File: src/rtl/muldiv_pkg.sv
`default_nettype none
// ============================================================================
// muldiv_pkg
// Shared state encoding, op codes and sizing helper for seq_muldiv.
// Revision: 1.0
// ============================================================================
package muldiv_pkg;

    typedef enum logic [1:0] {
        IDLE = 2'd0,
        RUN  = 2'd1,
        DONE = 2'd2
    } state_t;

    localparam logic OP_MUL = 1'b0;
    localparam logic OP_DIV = 1'b1;

    // Bits needed to represent values 0..value-1.
    function automatic int clog2(input int value);
        int r;
        r = 0;
        for (int v = value - 1; v > 0; v = v >> 1) begin
            r = r + 1;
        end
        return r;
    endfunction

endpackage
`default_nettype wire

File: src/rtl/muldiv_addsub.sv
`default_nettype none
// ============================================================================
// muldiv_addsub
// WIDTH+1-bit adder/subtractor; co is carry out when adding, borrow when subtracting.
// Revision: 1.0
// ============================================================================
module muldiv_addsub
    import muldiv_pkg::*;
#(
    parameter int WIDTH = 16
) (
    input  logic [WIDTH:0] x,
    input  logic [WIDTH:0] y,
    input  logic           sub,
    output logic [WIDTH:0] sum,
    output logic           co
);

    logic [WIDTH:0]   w_y;
    logic [WIDTH+1:0] w_full;

    assign w_y    = sub ? ~y : y;
    assign w_full = {1'b0, x} + {1'b0, w_y} + {{(WIDTH + 1){1'b0}}, sub};
    assign sum    = w_full[WIDTH:0];
    assign co     = w_full[WIDTH+1] ^ sub;

endmodule
`default_nettype wire

File: src/rtl/seq_muldiv.sv
`default_nettype none
// ============================================================================
// seq_muldiv
// Iterative shift-add multiplier / restoring divider, one bit per clock.
// Optional macro SEQ_MULDIV_SIGNED_EN adds the signed_op input (two's complement).
// Revision: 1.0
// ============================================================================
module seq_muldiv
    import muldiv_pkg::*;
#(
    parameter int WIDTH = 16
) (
    input  logic             clk,
    input  logic             rst,
    input  logic             start,
    input  logic             op,
`ifdef SEQ_MULDIV_SIGNED_EN
    input  logic             signed_op,
`endif
    input  logic [WIDTH-1:0] a,
    input  logic [WIDTH-1:0] b,
    output logic             busy,
    output logic             done,
    output logic [WIDTH-1:0] result_hi,
    output logic [WIDTH-1:0] result_lo,
    output logic             div_by_zero
);

    localparam int               c_cnt_w = clog2(WIDTH + 1);
    localparam logic [c_cnt_w-1:0] c_last = c_cnt_w'(WIDTH - 1);

    state_t             r_state;
    logic [c_cnt_w-1:0] r_cnt;
    logic               r_op;
    logic               r_div0;
    logic               r_busy;
    logic               r_done;
    logic               r_dbz;
    logic [WIDTH-1:0]   r_hi;
    logic [WIDTH-1:0]   r_lo;
    logic [WIDTH-1:0]   r_opnd;
    logic [WIDTH-1:0]   r_res_hi;
    logic [WIDTH-1:0]   r_res_lo;

    logic [WIDTH-1:0]   w_a_mag;
    logic [WIDTH-1:0]   w_b_mag;
    logic               w_div0;
    logic [WIDTH:0]     w_shift;
    logic [WIDTH:0]     w_x;
    logic [WIDTH:0]     w_y;
    logic               w_sub;
    logic [WIDTH:0]     w_sum;
    logic               w_co;
    logic [WIDTH:0]     w_sel;
    logic [WIDTH-1:0]   w_nhi;
    logic [WIDTH-1:0]   w_nlo;
    logic [WIDTH-1:0]   w_res_hi;
    logic [WIDTH-1:0]   w_res_lo;

`ifdef SEQ_MULDIV_SIGNED_EN
    logic r_neg_lo;
    logic r_neg_hi;
    logic w_neg_lo;
    logic w_neg_hi;

    // Iterate on magnitudes; signs are restored on the edge entering DONE.
    assign w_a_mag  = (signed_op && a[WIDTH-1]) ? -a : a;
    assign w_b_mag  = (signed_op && b[WIDTH-1]) ? -b : b;
    assign w_neg_lo = signed_op && (a[WIDTH-1] ^ b[WIDTH-1]);
    assign w_neg_hi = signed_op && a[WIDTH-1];
`else
    assign w_a_mag = a;
    assign w_b_mag = b;
`endif

    assign w_div0  = (op == OP_DIV) && (b == '0);
    assign w_shift = {r_hi, r_lo[WIDTH-1]};

    always_comb begin
        w_x   = {1'b0, r_hi};
        w_y   = {1'b0, r_opnd};
        w_sub = 1'b0;
        if (r_op == OP_DIV) begin
            w_x   = w_shift;
            w_sub = 1'b1;
        end
    end

    muldiv_addsub #(
        .WIDTH (WIDTH)
    ) u_addsub (
        .x   (w_x),
        .y   (w_y),
        .sub (w_sub),
        .sum (w_sum),
        .co  (w_co)
    );

    // Next working value: restoring step for divide, add-then-shift for multiply.
    always_comb begin
        w_sel = {1'b0, r_hi};
        w_nhi = r_hi;
        w_nlo = r_lo;
        if (r_op == OP_DIV) begin
            w_nhi = w_co ? w_shift[WIDTH-1:0] : w_sum[WIDTH-1:0];
            w_nlo = {r_lo[WIDTH-2:0], ~w_co};
        end else begin
            w_sel = r_lo[0] ? w_sum : {1'b0, r_hi};
            w_nhi = w_sel[WIDTH:1];
            w_nlo = {w_sel[0], r_lo[WIDTH-1:1]};
        end
    end

    always_comb begin
        w_res_hi = w_nhi;
        w_res_lo = w_nlo;
`ifdef SEQ_MULDIV_SIGNED_EN
        if (r_op == OP_MUL) begin
            if (r_neg_lo) begin
                {w_res_hi, w_res_lo} = -{w_nhi, w_nlo};
            end
        end else begin
            if (r_neg_lo) begin
                w_res_lo = -w_nlo;
            end
            if (r_neg_hi) begin
                w_res_hi = -w_nhi;
            end
        end
`endif
    end

    always_ff @(posedge clk or posedge rst) begin
        if (rst) begin
            r_state  <= IDLE;
            r_cnt    <= '0;
            r_op     <= OP_MUL;
            r_div0   <= 1'b0;
            r_busy   <= 1'b0;
            r_done   <= 1'b0;
            r_dbz    <= 1'b0;
            r_hi     <= '0;
            r_lo     <= '0;
            r_opnd   <= '0;
            r_res_hi <= '0;
            r_res_lo <= '0;
`ifdef SEQ_MULDIV_SIGNED_EN
            r_neg_lo <= 1'b0;
            r_neg_hi <= 1'b0;
`endif
        end else begin
            r_done <= 1'b0;
            case (r_state)
                IDLE, DONE: begin
                    if (start) begin
                        r_state <= RUN;
                        r_busy  <= 1'b1;
                        r_op    <= op;
                        r_div0  <= w_div0;
                        r_cnt   <= '0;
                        r_hi    <= '0;
                        r_opnd  <= (op == OP_DIV) ? w_b_mag : w_a_mag;
                        // A zero divisor keeps the raw dividend for result_hi.
                        r_lo    <= w_div0 ? a : ((op == OP_DIV) ? w_a_mag : w_b_mag);
`ifdef SEQ_MULDIV_SIGNED_EN
                        r_neg_lo <= w_neg_lo;
                        r_neg_hi <= w_neg_hi;
`endif
                    end else begin
                        r_state <= IDLE;
                    end
                end
                RUN: begin
                    if (r_div0) begin
                        r_state  <= DONE;
                        r_busy   <= 1'b0;
                        r_done   <= 1'b1;
                        r_res_hi <= r_lo;
                        r_res_lo <= '1;
                        r_dbz    <= 1'b1;
                    end else begin
                        r_hi  <= w_nhi;
                        r_lo  <= w_nlo;
                        r_cnt <= r_cnt + 1'b1;
                        if (r_cnt == c_last) begin
                            r_state  <= DONE;
                            r_busy   <= 1'b0;
                            r_done   <= 1'b1;
                            r_res_hi <= w_res_hi;
                            r_res_lo <= w_res_lo;
                            r_dbz    <= 1'b0;
                        end
                    end
                end
                default: begin
                    r_state <= IDLE;
                    r_busy  <= 1'b0;
                end
            endcase
        end
    end

    assign busy        = r_busy;
    assign done        = r_done;
    assign result_hi   = r_res_hi;
    assign result_lo   = r_res_lo;
    assign div_by_zero = r_dbz;

endmodule
`default_nettype wire

File: config.mk
export PLATFORM = sky130hd
export DESIGN_NAME = seq_muldiv
export DESIGN_NICKNAME = d
export VERILOG_FILES = /design/src/rtl/muldiv_pkg.sv /design/src/rtl/muldiv_addsub.sv /design/src/rtl/seq_muldiv.sv
export SDC_FILE = /design/constraint.sdc
export NUM_CORES = 1
export LEC_CHECK = 0
export BUFFER_PORTS_ARGS = -buffer_cell sky130_fd_sc_hd__buf_4
export CAP_MARGIN = 20
export CELL_PAD_IN_SITES_DETAIL_PLACEMENT = 1
export CELL_PAD_IN_SITES_GLOBAL_PLACEMENT = 1
export CORE_MARGIN = 5
export CORE_UTILIZATION = 25
export CTS_CLUSTER_SIZE = 28
export DETAILED_ROUTE_END_ITERATION = 12
export PLACE_DENSITY_LB_ADDON = 0.1
export SKIP_CTS_REPAIR_TIMING = 1
export SLEW_MARGIN = 30
export SYNTH_ARGS = -nofsm -noshare
export SYNTH_HDL_FRONTEND = slang
export SYNTH_SLANG_ARGS = --single-unit
File: constraint.sdc
create_clock -name clk -period 11 [get_ports clk]
set_clock_uncertainty 0.2 [all_clocks]
set_input_delay 2.75 -clock clk [delete_from_list [all_inputs] [get_ports clk]]
set_output_delay 2.75 -clock clk [all_outputs]
set_load 0.01 [all_outputs]
==> flow_summary.json <==
{
  "die_y_um": 164,
  "setup_viol": 0,
  "viasPerCell": 4.97,
  "cts_tree": "yes",
  "fmax_mhz": 205,
  "syn_avg_cell_area_um2": 8.86,
  "synth_cell_types": 64,
  "antennaDiodeCount": 0,
  "fin_crit_sh_pct": 44.4,
  "max_stage_delay_ns": 0.78,
  "firstDrtPassIters": 4,
  "ys_dominant_reg_cell": "dfrtp_1",
  "drive_above_1_share_pct": 19.0,
  "grt_pass1_vias": 5569,
  "r2r_setup_slack_ns": 6.12,
  "drtAntennaViolNets": 0,
  "cp_slowest_cell": "clkinv_1",
  "maxCapViolations": 0,
  "place_congestion": 0.856,
  "cpMostUsedCell": "o21ai_0",
  "io_buffer_count": 70,
  "vias": 5144,
  "clkTransAtPathRegs_ns": 0.08,
  "cp-start-kind": "flip-flop",
  "numCtsBuffers": 9,
  "min_period_ns": 4.88,
  "drt_iter0_drc": 245,
  "htreeDepth": 3,
  "clock_path_buffers": 2,
  "end_kind": "flip-flop",
  "antenna_found_initial": 0,
  "grt_busiest_layer": "met2",
  "worstPathCellList": "buf_4 -> clkinv_1 -> nand2_1 -> o21ai_0 -> ha_1 -> nand3_2 -> or3b_1 -> a31o_2 -> a31oi_4 -> mux2_4 -> a211oi_2 -> o21ai_0",
  "grt_overflow_total": 0,
  "required_ns": 11.00,
  "drc": 0,
  "grtUsageMet1_pct": 22.5,
  "status": "finished, final reports clean",
  "syn_to_final_growth_pct": 18.8,
  "initial_core_util_pct": 25.3,
  "nFillCells": 2786,
  "dieArea_mm2": 0.0269,
  "track_usage_pct": 16.2,
  "worstPathArrival_ns": 4.88,
  "rsz0062_at_grt": "false",
  "async_flop_share_pct": 100,
  "netlist_area_mm2": 0.00592,
  "io_pins": 71,
  "grtUsageMet3_pct": 3.11,
  "synth_edf_count": 0,
  "ys_ff_latch": 92,
  "grt_max_degree": 75,
  "clock_latency_ns": 0.36,
  "grt_pass1_wl_um": 33500,
  "use_met2_pct": 26.7,
  "yosysWarnings": 0,
  "slew_viol_final": 0,
  "setup_tns_ns": 0,
  "finalHoldViolCount": 0,
  "core_mm2": 0.0234,
  "min_path_type": "flip-flop to flip-flop",
  "path_max_fanout": 71,
  "wl_per_cell_um": 20.4,
  "syn_nets": 723,
  "cts_sinks": 92,
  "worst_slew_pin_slew_ns": 0.893,
  "dieWidth_um": 164,
  "layout.nets": 766,
  "critical_path_class": "flip-flop to flip-flop",
  "syn_inst": 669,
  "ys_seq_area_share_pct": 38.9,
  "place_hpwl_um": 16200,
  "postRouteWirelength_um": 21200,
  "root_buffer": "clkbuf_16",
  "slew_headroom_pct": 40.5,
  "rows": 56
}
## cells in the mapped netlist, types with 2 or more instances
master    instances  area (µm²)
nand2_1          95         357
dfrtp_1          92        2300
o21ai_0          68         340
a21oi_1          44         220
mux2i_1          43         430
nor2_1           43         161
clkbuf_1         34         128
nand3_1          24         120
xor2_1           23         201
a211oi_1         21         158
mux2_2           19         214
ha_1             17         213
inv_1            11        41.3
o221ai_1          8        70.1
xnor2_1           8        70.1
nor3_1            7        35.0
o211ai_1          7        52.6
o22a_1            7        61.3
a21o_1            6        45.0
buf_1             6        22.5
buf_2             6        30.0
nand4_1           5        31.3
nor2b_1           5        31.3
and3_1            4        25.0
nand2b_1          4        25.0
a21boi_0          3        22.5
a31o_2            3        26.3
and2_1            3        18.8
nor4_1            3        18.8
o21ai_1           3        15.0
o22ai_1           3        18.8
o32ai_1           3        26.3
or3_1             3        18.8
a211oi_2          2        25.0
a311oi_1          2        17.5
a31oi_1           2        12.5
mux2_4            2        30.0
nand3_2           2        20.0
nor3b_1           2        15.0
o221a_2           2        22.5
## metrics by stage
step                cell area, µm²  setup WS [ns]  hold slack (ns)  std cells  util, %
floorplan                     5920           5.66            0.263        669        -
global placement              6740           6.13            0.257       1020     28.8
detailed placement            6740           6.06            0.260       1020     28.8
CTS                           7040           6.04            0.279       1036     30.1
global route                  7040           5.71            0.302       1036     30.1
finish                        7040           6.12            0.271       1036     30.1
## cells in the final DEF (no fill, tap or decap), drive strengths merged, types with 3 or more instances in the layout
cell type	instances
o211ai	7
and3	4
o22ai	3
nor2b	5
o221ai	8
dfrtp	92
inv	14
nand2b	4
a21o	6
nor4	4
xnor2	8
a31o	3
o21ai	72
nand2	95
nor2	43
a31oi	3
nor3	7
buf	78
clkinv	4
or3	3
o22a	7
nand4	5
and2	3
nand3	26
a21boi	3
clkbuf	9
a21oi	44
a211oi	23
mux2	21
mux2i	43
ha	17
xor2	23
o32ai	3
## final timing paths
kind,from,end,depth (start not counted)
setup reg to reg,r_op$_DFFE_PP0P_,r_hi[12]$_DFFE_PP0P_,12
min in group asynchronous,rst,r_cnt[2]$_DFFE_PP0P_,2
hold reg to reg,result_lo[3]$_DFFE_PP0P_,result_lo[3]$_DFFE_PP0P_,2
setup / recovery,r_op$_DFFE_PP0P_,r_hi[12]$_DFFE_PP0P_,12
max in group asynchronous,rst,r_hi[1]$_DFFE_PP0P_,3
hold / removal,result_lo[3]$_DFFE_PP0P_,result_lo[3]$_DFFE_PP0P_,2
## registers in the layout, indices dropped and copies added, names as in the netlist
register and flops:
r_hi 16, r_lo 16, r_opnd 16, result_hi 16
result_lo 16, r_cnt 5, r_state 2, busy 1
div_by_zero 1, done 1, r_div0 1, r_op 1
## final cells by class
cell class | instances | area (µm²) | share of cell area (%)
Clock buffer | 9 | 225 | 3.20
Clock inverter | 7 | 68.8 | 0.978
Inverter | 13 | 50.0 | 0.711
Multi-Input combinational cell | 518 | 3400 | 48.3
Sequential cell | 92 | 2300 | 32.7
Tap cell | 319 | 399 | 5.67
Timing Repair Buffer | 78 | 589 | 8.37
## critical path, delay by kind of cell, from the launching register on
family / cells / cell delay (ns)
fa+ha+maj: 1 / 0.47
simple gates: 3 / 0.76
mux: 1 / 0.34
compound gates: 5 / 1.16
buf+inv: 2 / 1.41
flops: 1 / 0.34
## cells by family (layout without fill, tap and decap cells)
group / count (synthesis) / after routing / share of synthesized area [%]
AO/OA/AOI/OAI: 197 / 197 / 21.3
flip-flops: 92 / 92 / 38.9
adder cells (fa/ha/maj): 18 / 18 / 3.93
XOR/XNOR: 31 / 31 / 4.58
AND/OR/NAND/NOR: 208 / 208 / 16.1
multiplexers: 64 / 64 / 11.4
buffers and inverters: 59 / 107 / 3.86
## layer usage
metal | up-vias | part of all wire (%) | routed length [µm]
li1 | 2502 | - | -
met1 | 2546 | 47 | 9900
met2 | 83 | 48 | 10100
met3 | 13 | 4.7 | 985
met4 | 0 | 0.79 | 167
met5 | - | 0 | 0
Power is not shown: default switching activity piles up to over one toggle a cycle in this logic, so the estimate is an artifact.
